### src/rtl/ultrasonic_ranger.sv
// HC-SR04 ranging controller: periodic trigger, echo timing in 1 MHz ticks,
// distance in cm with a one-cycle valid strobe and timeout flag.
module ultrasonic_ranger #(
  parameter int TRIG_US    = 10,
  parameter int PERIOD_US  = 60000,
  parameter int TIMEOUT_US = 30000,
  parameter int US_PER_CM  = 58
) (
  input  logic       CLK,
  input  logic       RST,
  input  logic       TICK,
  input  logic       ECHO,
  output logic       TRIG,
  output logic [9:0] DIST_CM,
  output logic       VALID,
  output logic       TIMEOUT
);

  localparam logic [15:0] PERIOD_M1 = 16'(PERIOD_US - 1);
  localparam logic [15:0] TRIG_M1   = 16'(TRIG_US - 1);
  localparam logic [15:0] TOUT_M1   = 16'(TIMEOUT_US - 1);
  localparam logic [5:0]  SUB_M1    = 6'(US_PER_CM - 1);
  localparam logic [9:0]  CM_MAX    = 10'd1023;

  typedef enum logic [1:0] {S_IDLE, S_TRIG, S_WAIT_RISE, S_MEASURE} state_t;

  state_t      state, state_n;
  logic        echo_m, echo_s, echo_p;
  logic        rise, fall, start;
  logic [15:0] pcnt, tcnt, tcnt_n;
  logic [5:0]  sub, sub_n;
  logic [9:0]  cm, cm_n, dist_n;
  logic        valid_n, tout_n;

  assign rise  = echo_s & ~echo_p;
  assign fall  = ~echo_s & echo_p;
  assign start = TICK && (pcnt == PERIOD_M1);

  // Echo synchronizer and free-running period counter
  always_ff @(posedge CLK) begin
    if (RST) begin
      echo_m <= 1'b0;
      echo_s <= 1'b0;
      echo_p <= 1'b0;
      pcnt   <= '0;
    end else begin
      echo_m <= ECHO;
      echo_s <= echo_m;
      echo_p <= echo_s;
      if (TICK) pcnt <= start ? 16'd0 : pcnt + 16'd1;
    end
  end

  // Measurement state and registered outputs
  always_ff @(posedge CLK) begin
    if (RST) begin
      state   <= S_IDLE;
      tcnt    <= '0;
      sub     <= '0;
      cm      <= '0;
      TRIG    <= 1'b0;
      DIST_CM <= '0;
      VALID   <= 1'b0;
      TIMEOUT <= 1'b0;
    end else begin
      state   <= state_n;
      tcnt    <= tcnt_n;
      sub     <= sub_n;
      cm      <= cm_n;
      TRIG    <= (state_n == S_TRIG);
      DIST_CM <= dist_n;
      VALID   <= valid_n;
      TIMEOUT <= tout_n;
    end
  end

  always_comb begin
    state_n = state;
    tcnt_n  = tcnt;
    sub_n   = sub;
    cm_n    = cm;
    dist_n  = DIST_CM;
    tout_n  = TIMEOUT;
    valid_n = 1'b0;
    case (state)
      S_IDLE: begin
        if (start) begin
          state_n = S_TRIG;
          tcnt_n  = '0;
        end
      end
      S_TRIG: begin
        if (TICK) begin
          if (tcnt == TRIG_M1) begin
            state_n = S_WAIT_RISE;
            tcnt_n  = '0;
          end else begin
            tcnt_n = tcnt + 16'd1;
          end
        end
      end
      S_WAIT_RISE: begin
        if (TICK && tcnt == TOUT_M1) begin
          dist_n  = CM_MAX;
          tout_n  = 1'b1;
          valid_n = 1'b1;
          state_n = S_IDLE;
        end else begin
          // Only an edge starts a measurement; an echo already high is ignored
          if (rise) begin
            state_n = S_MEASURE;
            sub_n   = '0;
            cm_n    = '0;
          end
          if (TICK) tcnt_n = tcnt + 16'd1;
        end
      end
      S_MEASURE: begin
        if (fall) begin
          dist_n  = cm;
          tout_n  = 1'b0;
          valid_n = 1'b1;
          state_n = S_IDLE;
        end else if (TICK && tcnt == TOUT_M1) begin
          dist_n  = CM_MAX;
          tout_n  = 1'b1;
          valid_n = 1'b1;
          state_n = S_IDLE;
        end else if (TICK) begin
          tcnt_n = tcnt + 16'd1;
          if (sub == SUB_M1) begin
            sub_n = '0;
            if (cm != CM_MAX) cm_n = cm + 10'd1;
          end else begin
            sub_n = sub + 6'd1;
          end
        end
      end
      default: state_n = S_IDLE;
    endcase
  end

endmodule
### config.mk
export PLATFORM = sky130hd
export DESIGN_NAME = ultrasonic_ranger
export DESIGN_NICKNAME = d
export VERILOG_FILES = /design/src/rtl/ultrasonic_ranger.sv
export SDC_FILE = /design/constraint.sdc
export NUM_CORES = 1
export LEC_CHECK = 0
export ABC_AREA = 1
export BUFFER_PORTS_ARGS = -buffer_cell sky130_fd_sc_hd__buf_2
export CAP_MARGIN = 40
export CORE_ASPECT_RATIO = 1.1
export CORE_MARGIN = 2
export CORE_UTILIZATION = 45
export CTS_BUF_LIST = sky130_fd_sc_hd__clkbuf_8
export DETAILED_ROUTE_END_ITERATION = 8
export PLACE_DENSITY_LB_ADDON = 0.12
export SLEW_MARGIN = 20
export SYNTH_ARGS = -nofsm -noshare
export SYNTH_HDL_FRONTEND = slang
export SYNTH_SLANG_ARGS = --single-unit
### constraint.sdc
create_clock -name CLK -period 1.9 [get_ports CLK]
set_input_delay 0.095 -clock CLK [delete_from_list [all_inputs] [get_ports CLK]]
set_output_delay 0.095 -clock CLK [all_outputs]
set_load 0.02 [all_outputs]
==> out/metrics.cfg, run 1 <==
[run_status]
run_status = completed

[clock_tree]
ctsRootBufferMaster = sky130_fd_sc_hd__clkbuf_8
cts_inserted_buffers = 9
cts.path.max_buffers = 2
cts_tree = yes
clkSinkCount = 66
worstSkewPairLatency_ps = 360
cts-htree-levels = 3
clkTransAtPathRegs_ps = 70

[floorplan]
core_sq_um = 8000
fp.dieW_um = 90.8
num_io_pins = 17
start_util = 0.467
die_height_um = 99.5
num_rows = 34
die-area_sq_um = 9040

[sta]
fin_setup_tns_ps = 0
hold_viol = 0
period_share = 0.918
clock-skew-final_ps = 17.8
final.min_clock_period_ps = 1740
final_count_of_negative_setup_slack_endpoints = 0
slew_violations = 0
tightestPinTransition_ps = 396
timing.fmax_ghz = 0.573
rsz0062_at_grt = no
slew-limit-headroom = 0.734

[synth]
synth.lib_cells_used.distinct = 38
syn_area_sq_um = 3730
synth-warning-count = 0
dominant_combinational_cell_family_by_area_after_synthesis = simple AND/OR/NAND/NOR gates
synth_compound_gate_area_share = 0.140
synth.mux.area_fraction = 0
synth_area_per_cell_sq_um = 6.66
synth_simple_gate_area_share = 0.353
adder_cell_share_of_the_synthesized_area = 0.0201
synth.ff_latch_count = 66
syn-instance-count = 560
yosys.area_share.xor_xnor = 0.0352
synth.net_count = 570
synth-seq-area-share = 0.354

[grt]
grt_use_total = 0.217
grt_antenna_before_repair = 0
largest_net_degree_at_the_start_of_global_routing = 32
overflow = 0
grt_pass1_vias = 3478
grt_pass1_wl_um = 16000

[worst_setup_path]
timing.reg2reg.setup_slack_ps = 160
cp_data_arrival_time_ps = 1960
critPathMaxStageDelay_ps = 360
timing.setup.critical_path_class = register to register
critical_path_data_required_time_ps = 2120
cp-end-kind = register
critical_path.max_fanout = 6
slowest_stage = sky130_fd_sc_hd__dfxtp_1
critical_path.startpoint_type = register
crit_path_frequent_cell = sky130_fd_sc_hd__nand2_1
crit_chain = ha_2 > nand2_1 > inv_1 > nand2_1 > nor2_1 > nand2_1 > nand2_2 > nand2_8 > buf_4 > o21ai_0 > a21oi_1

[placement]
dp_hpwl_um = 6560
finalWeightedCongestion = 0.902
total_cell_area_at_the_placement_stage_sq_um = 3940
numPortBuffers = 16

[detailed_routing]
first_pass_iters = 4
detail_route.wirelength_um = 9190
route.detailed.wl_per_inst_um = 13.1
antenna_violating_nets_post_route = 0
dr.first_iter.drc_count = 195
vias = 3629
routed_via_density = 5.18
route.detailed.drc = 0

[finish]
finish.instance_area_sq_um = 4230
nets = 598
layout.cells.most_common_list = sky130_fd_sc_hd__nand2_1, sky130_fd_sc_hd__nor2_1, sky130_fd_sc_hd__inv_1, sky130_fd_sc_hd__dfxtp_1, sky130_fd_sc_hd__a21oi_1
diodes = 0
area_growth_syn_to_layout_pct = 13.3
drive_above_1_share = 0.125
layout_commonest_cell = sky130_fd_sc_hd__nand2_1

[flow_run]
max_cap_violations = 0

[hold_path]
holdCritPathClass = input pin to register

[pwr]
totalPowerFinal_mw = 2.69
power.density_cell_area_nw_per_um2 = 636
max-vdd-ir-drop_v = 0.000502
power.static_leakage_nw = 1.80

## critical path: cells and delay by family, from the launching register on
family                   cells  cell delay, ps
adder cells (fa/ha/maj)      1             220
AND/OR/NAND/NOR              6             550
buffers and inverters        2             220
flip-flops                   1             360
AO/OA/AOI/OAI                2             260
## flip-flops by register name (all words and copies together), names as in the netlist
name	flops
DIST_CM	10
echo_s	1
echo_p	1
sub	6
VALID	1
echo_m	1
TRIG	1
cm	10
pcnt	16
state	2
tcnt	16
TIMEOUT	1
## layer usage
layer / part of all wire / track usage
met1: 0.47 / 0.267
met2: 0.48 / 0.382
met3: 0.034 / 0.0371
met4: 0.017 / 0.0781
met5: 0 / 0
## through the flow
step           worst slack (ps)  hold slack (ps)  cells  utilization
5_1_grt                    17.2             82.1    700        0.528
4_1_cts                    12.5             71.2    695        0.519
3_3_place_gp               46.2              308    679        0.492
6_report                    156             96.1    700        0.528
2_1_floorplan               289              173    560            -
3_5_place_dp               24.0              310    679        0.492
## timing repair
action / CTS / global route
endpoints found under the hold margin: 1 / 0
endpoints found under the setup margin: 0 / 26
resized for setup: 0 / 5
buffers inserted: 0 / 4
hold buffers: 1 / 0
## cells by family (layout without fill, tap and decap cells)
group,count (synthesis),after routing
compound gates,95,95
xor+xnor,15,15
fa+ha+maj,6,6
buf+inv,88,119
flops,66,66
simple gates,290,291
## cell usage after synthesis
library cell,count,area [sq um]
sky130_fd_sc_hd__nand2_4,3,33.8
sky130_fd_sc_hd__nor2_1,79,297
sky130_fd_sc_hd__ha_1,6,75.1
sky130_fd_sc_hd__inv_4,1,6.26
sky130_fd_sc_hd__buf_4,4,30.0
sky130_fd_sc_hd__a31oi_1,1,6.26
sky130_fd_sc_hd__dfxtp_1,66,1320
sky130_fd_sc_hd__nor3_1,6,30.0
sky130_fd_sc_hd__nand2_2,4,25.0
sky130_fd_sc_hd__o31ai_1,1,7.51
sky130_fd_sc_hd__nand4_2,1,12.5
sky130_fd_sc_hd__or2_0,1,6.26
sky130_fd_sc_hd__buf_2,4,20.0
sky130_fd_sc_hd__nor2_8,1,20.0
sky130_fd_sc_hd__nand3_1,40,200
sky130_fd_sc_hd__o211ai_1,7,52.6
sky130_fd_sc_hd__a22oi_1,1,7.51
sky130_fd_sc_hd__nand4_1,16,100
sky130_fd_sc_hd__clkbuf_1,7,26.3
sky130_fd_sc_hd__clkinv_1,1,3.75
sky130_fd_sc_hd__o21ai_2,1,8.76
sky130_fd_sc_hd__inv_2,4,15.0
sky130_fd_sc_hd__inv_1,66,248
sky130_fd_sc_hd__a211oi_1,2,15.0
sky130_fd_sc_hd__nor3_4,1,16.3
sky130_fd_sc_hd__o21bai_1,5,37.5
sky130_fd_sc_hd__o21ai_0,32,160
sky130_fd_sc_hd__nand3_2,2,20.0
sky130_fd_sc_hd__or2_2,2,12.5
sky130_fd_sc_hd__nand3b_1,2,15.0
sky130_fd_sc_hd__nor2_2,2,12.5
sky130_fd_sc_hd__xor2_1,11,96.3
sky130_fd_sc_hd__o21ai_1,3,15.0
sky130_fd_sc_hd__a21oi_1,42,210
sky130_fd_sc_hd__buf_8,1,15.0
sky130_fd_sc_hd__nand2_1,126,473
sky130_fd_sc_hd__nor2_4,4,45.0
sky130_fd_sc_hd__xnor2_1,4,35.0
## final timing paths
check / cells after the start / end / start
setup reg to reg: 11 / tcnt[13] / pcnt[1]
setup / recovery: 11 / tcnt[13] / pcnt[1]
hold / removal: 3 / pcnt[1] / TICK
hold reg to reg: 2 / echo_s / echo_m
## layout make-up
class / instances / area [sq um]
Clock buffer: 12 / 165
Clock inverter: 3 / 38.8
Fill cell: 822 / 3770
Inverter: 72 / 273
Multi-Input combinational cell: 407 / 2080
Sequential cell: 66 / 1320
Tap cell: 108 / 135
Timing Repair Buffer: 32 / 215
## power by group
group	internal [mW]	leakage, nW	total [mW]	switching, mW
Clock	0.700	0.110	1.24	0.535
Combinational	0.0170	1.16	0.0580	0.0410
Sequential	1.39	0.532	1.39	0.00424
Total	2.11	1.80	2.69	0.580
Note: power is estimated with default switching activity, not from simulation.
==> inputs of run 2 (changes only) <==
- ABC_AREA: 1 -> 0
- GPL_TIMING_DRIVEN: default -> 0
==> out/metrics.cfg, run 2 <==
[run_status]
run_status = complete, but fails checks
violations_in_the_final_reports = negative setup slack

[worst_setup_path]
cp_num_cells = 7
critPathMaxStageDelay_ps = 510
critical_path.startpoint_type = register
cp_num_buf_inv = 2
slowest_stage = sky130_fd_sc_hd__or4_4
critical_path.max_fanout = 10
cp-end-kind = register
timing.setup.critical_path_class = register to register
crit_chain = or4_4 > or4_4 > o31a_1 > buf_4 > nor3_4 > buf_12 > a32o_1
cpLargestDelayFamily = simple AND/OR/NAND/NOR gates
cp_data_arrival_time_ps = 2660
critical_path_data_required_time_ps = 2190
crit_path_frequent_cell = sky130_fd_sc_hd__or4_4
worst_r2r_path_depth = 7

[sta]
final.min_clock_period_ps = 2370
final_count_of_negative_setup_slack_endpoints = 56
rsz0062_at_grt = yes
clock-skew-final_ps = 9.89
slew_violations = 0
hold_viol = 0
slew-limit-headroom = 0.501
tightestPinTransition_ps = 749
period_share = 1.25
timing.fmax_ghz = 0.423
post_route_worst_hold_slack_ps = 184
final.setup.worst_slack_ps = -466

[clock_tree]
clkTransAtPathRegs_ps = 80
cts.path.max_buffers = 2
cts-htree-levels = 3
cts_inserted_buffers = 9
cts_tree = yes
ctsRootBufferMaster = sky130_fd_sc_hd__clkbuf_8
worstSkewPairLatency_ps = 350
clkSinkCount = 66

[hold_path]
hold_path_depth = 3
holdCritPathClass = input pin to register

[pwr]
power.density_cell_area_nw_per_um2 = 621
power.static_leakage_nw = 1.53
max-vdd-ir-drop_v = 0.000412
seq_power_share = 0.515
totalPowerFinal_mw = 2.70
power.internal_mw = 2.05
netSwitchingPower_uw = 648
clock_power_share = 0.456
swShare = 0.240
comb_power_share = 0.029

[floorplan]
die-area_sq_um = 7950
core_sq_um = 7010
die_height_um = 93.3
num_rows = 32
fp.dieW_um = 85.2
start_util = 0.466
num_io_pins = 17

[placement]
numPortBuffers = 14
dpl_worst_slack_ps = -807
dp_hpwl_um = 5490
finalWeightedCongestion = 0.848

[synth]
synth.ff_latch_count = 66
synth_edf_count = 0
syn-instance-count = 372
post-synth-top-area-cell = sky130_fd_sc_hd__dfxtp_1
synth-seq-area-share = 0.405
yosys-top-cells-area = sky130_fd_sc_hd__dfxtp_1, sky130_fd_sc_hd__o221a_2, sky130_fd_sc_hd__nand4_1
synth_simple_gate_area_share = 0.245
adder_cell_share_of_the_synthesized_area = 0.0230
yosys.area_share.xor_xnor = 0.0403
synth-warning-count = 0
synth.mux.area_fraction = 0
synth_compound_gate_area_share = 0.244
synth_top_flop_cell = sky130_fd_sc_hd__dfxtp_1
yosys.cell_count.top_type = sky130_fd_sc_hd__dfxtp_1
synth_top_cell_area_share = 0.405
synth.lib_cells_used.distinct = 53
synth_area_per_cell_sq_um = 8.77
synth.net_count = 382
dominant_combinational_cell_family_by_area_after_synthesis = simple AND/OR/NAND/NOR gates
yosys-top-cells-count = sky130_fd_sc_hd__dfxtp_1, sky130_fd_sc_hd__nand2_1, sky130_fd_sc_hd__nor2_1, sky130_fd_sc_hd__a21oi_1, sky130_fd_sc_hd__nand4_1
synth-async-reset-ratio = 0
syn_area_sq_um = 3260

[detailed_routing]
route.detailed.drc = 0
vias = 3233
first_pass_iters = 5
dr.first_iter.drc_count = 189
route.detailed.wl_per_inst_um = 18.0
antenna_violating_nets_post_route = 0
detail_route.wirelength_um = 9330
routed_via_density = 6.25

[grt]
grt_util_met2 = 0.376
global_route.usage.met3 = 0.0477
grt_pass1_vias = 3024
grt_use_met1 = 0.282
grt_use_total = 0.224
grt_pass1_wl_um = 14400
busiest_layer = met2
grt_antenna_before_repair = 0
overflow = 0
largest_net_degree_at_the_start_of_global_routing = 13

[finish]
reg_top3 = pcnt x16, tcnt x16
nets = 437
layout.cells.most_common_list = sky130_fd_sc_hd__dfxtp_1, sky130_fd_sc_hd__nor2_1, sky130_fd_sc_hd__nand2_1, sky130_fd_sc_hd__nand4_1, sky130_fd_sc_hd__buf_4
area_growth_syn_to_layout_pct = 33.4
drive_above_1_share = 0.313
fillers = 595
diodes = 0
layout_commonest_cell = sky130_fd_sc_hd__dfxtp_1
multi_input_comb_area_sq_um = 2150
seq_area_sq_um = 1330

[flow_run]
max_cap_violations = 0

run 2: layer usage:
layer	routed length [um]	vias up	share of wire
li1	-	1539	-
met1	4150	1592	0.44
met2	4630	85	0.50
met3	383	17	0.041
met4	169	0	0.018
met5	0	-	0
run 2: worst paths after layout:
| check | start | to | slack (ps) |
|---|---|---|---|
| setup / recovery | pcnt[5] | tcnt[11] | -470 |
| hold / removal | TICK | pcnt[1] | 180 |
| setup reg to reg | pcnt[5] | tcnt[11] | -470 |
| hold reg to reg | echo_m | echo_s | 450 |
run 2: what timing repair did:
| action | CTS | global route |
|---|---|---|
| buffers inserted | 23 | 5 |
| gates resized for setup | 29 | 58 |
| setup endpoints to repair | 56 | 56 |
| pin swaps | 9 | 28 |
| hold buffers | 1 | 0 |
| hold endpoints to repair | 1 | 0 |
| cloned | 3 | 3 |
run 2: power groups by stage:
stage,clock [mW],sequential [mW],combinational (mW)
after floorplan,0,1.42,0.0406
after global placement,0,1.42,0.0599
after detailed placement,0,1.42,0.0609
after CTS,1.25,1.39,0.0690
after global routing,1.30,1.39,0.0845
final,1.23,1.39,0.0773
run 2: cell families (layout without fill, tap and decap cells):
kind of cell | after synthesis | count (layout)
buf+inv | 33 | 92
compound gates | 103 | 104
simple gates | 149 | 149
xor+xnor | 15 | 15
flops | 66 | 66
fa+ha+maj | 6 | 6
run 2: worst register-to-register path, stage by stage (launching register included):
cell	delay [ps]
sky130_fd_sc_hd__dfxtp_2	330
sky130_fd_sc_hd__or4_4	510
sky130_fd_sc_hd__or4_4	460
sky130_fd_sc_hd__o31a_1	320
sky130_fd_sc_hd__buf_4	160
sky130_fd_sc_hd__nor3_4	220
sky130_fd_sc_hd__buf_12	160
sky130_fd_sc_hd__a32o_1	140
run 2: metrics by stage:
stage / util / setup TNS (ps) / instance area [sq um] / cells
3_5_place_dp: 0.502 / -22380 / 3520 / 471
2_1_floorplan: - / -9110 / 3340 / 372
4_1_cts: 0.577 / -14230 / 4050 / 512
6_report: 0.621 / -15020 / 4350 / 517
5_1_grt: 0.621 / -18240 / 4350 / 517
3_3_place_gp: 0.502 / -21810 / 3520 / 471
run 2: layout make-up:
class                      instances  area share
buffer                            19      0.0288
clock buffer                      10      0.0316
clock inverter                     6      0.0152
inverter                          11     0.00949
multi-input combinational        274       0.494
sequential                        66       0.306
tap                               85      0.0244
timing repair buffer              46      0.0900
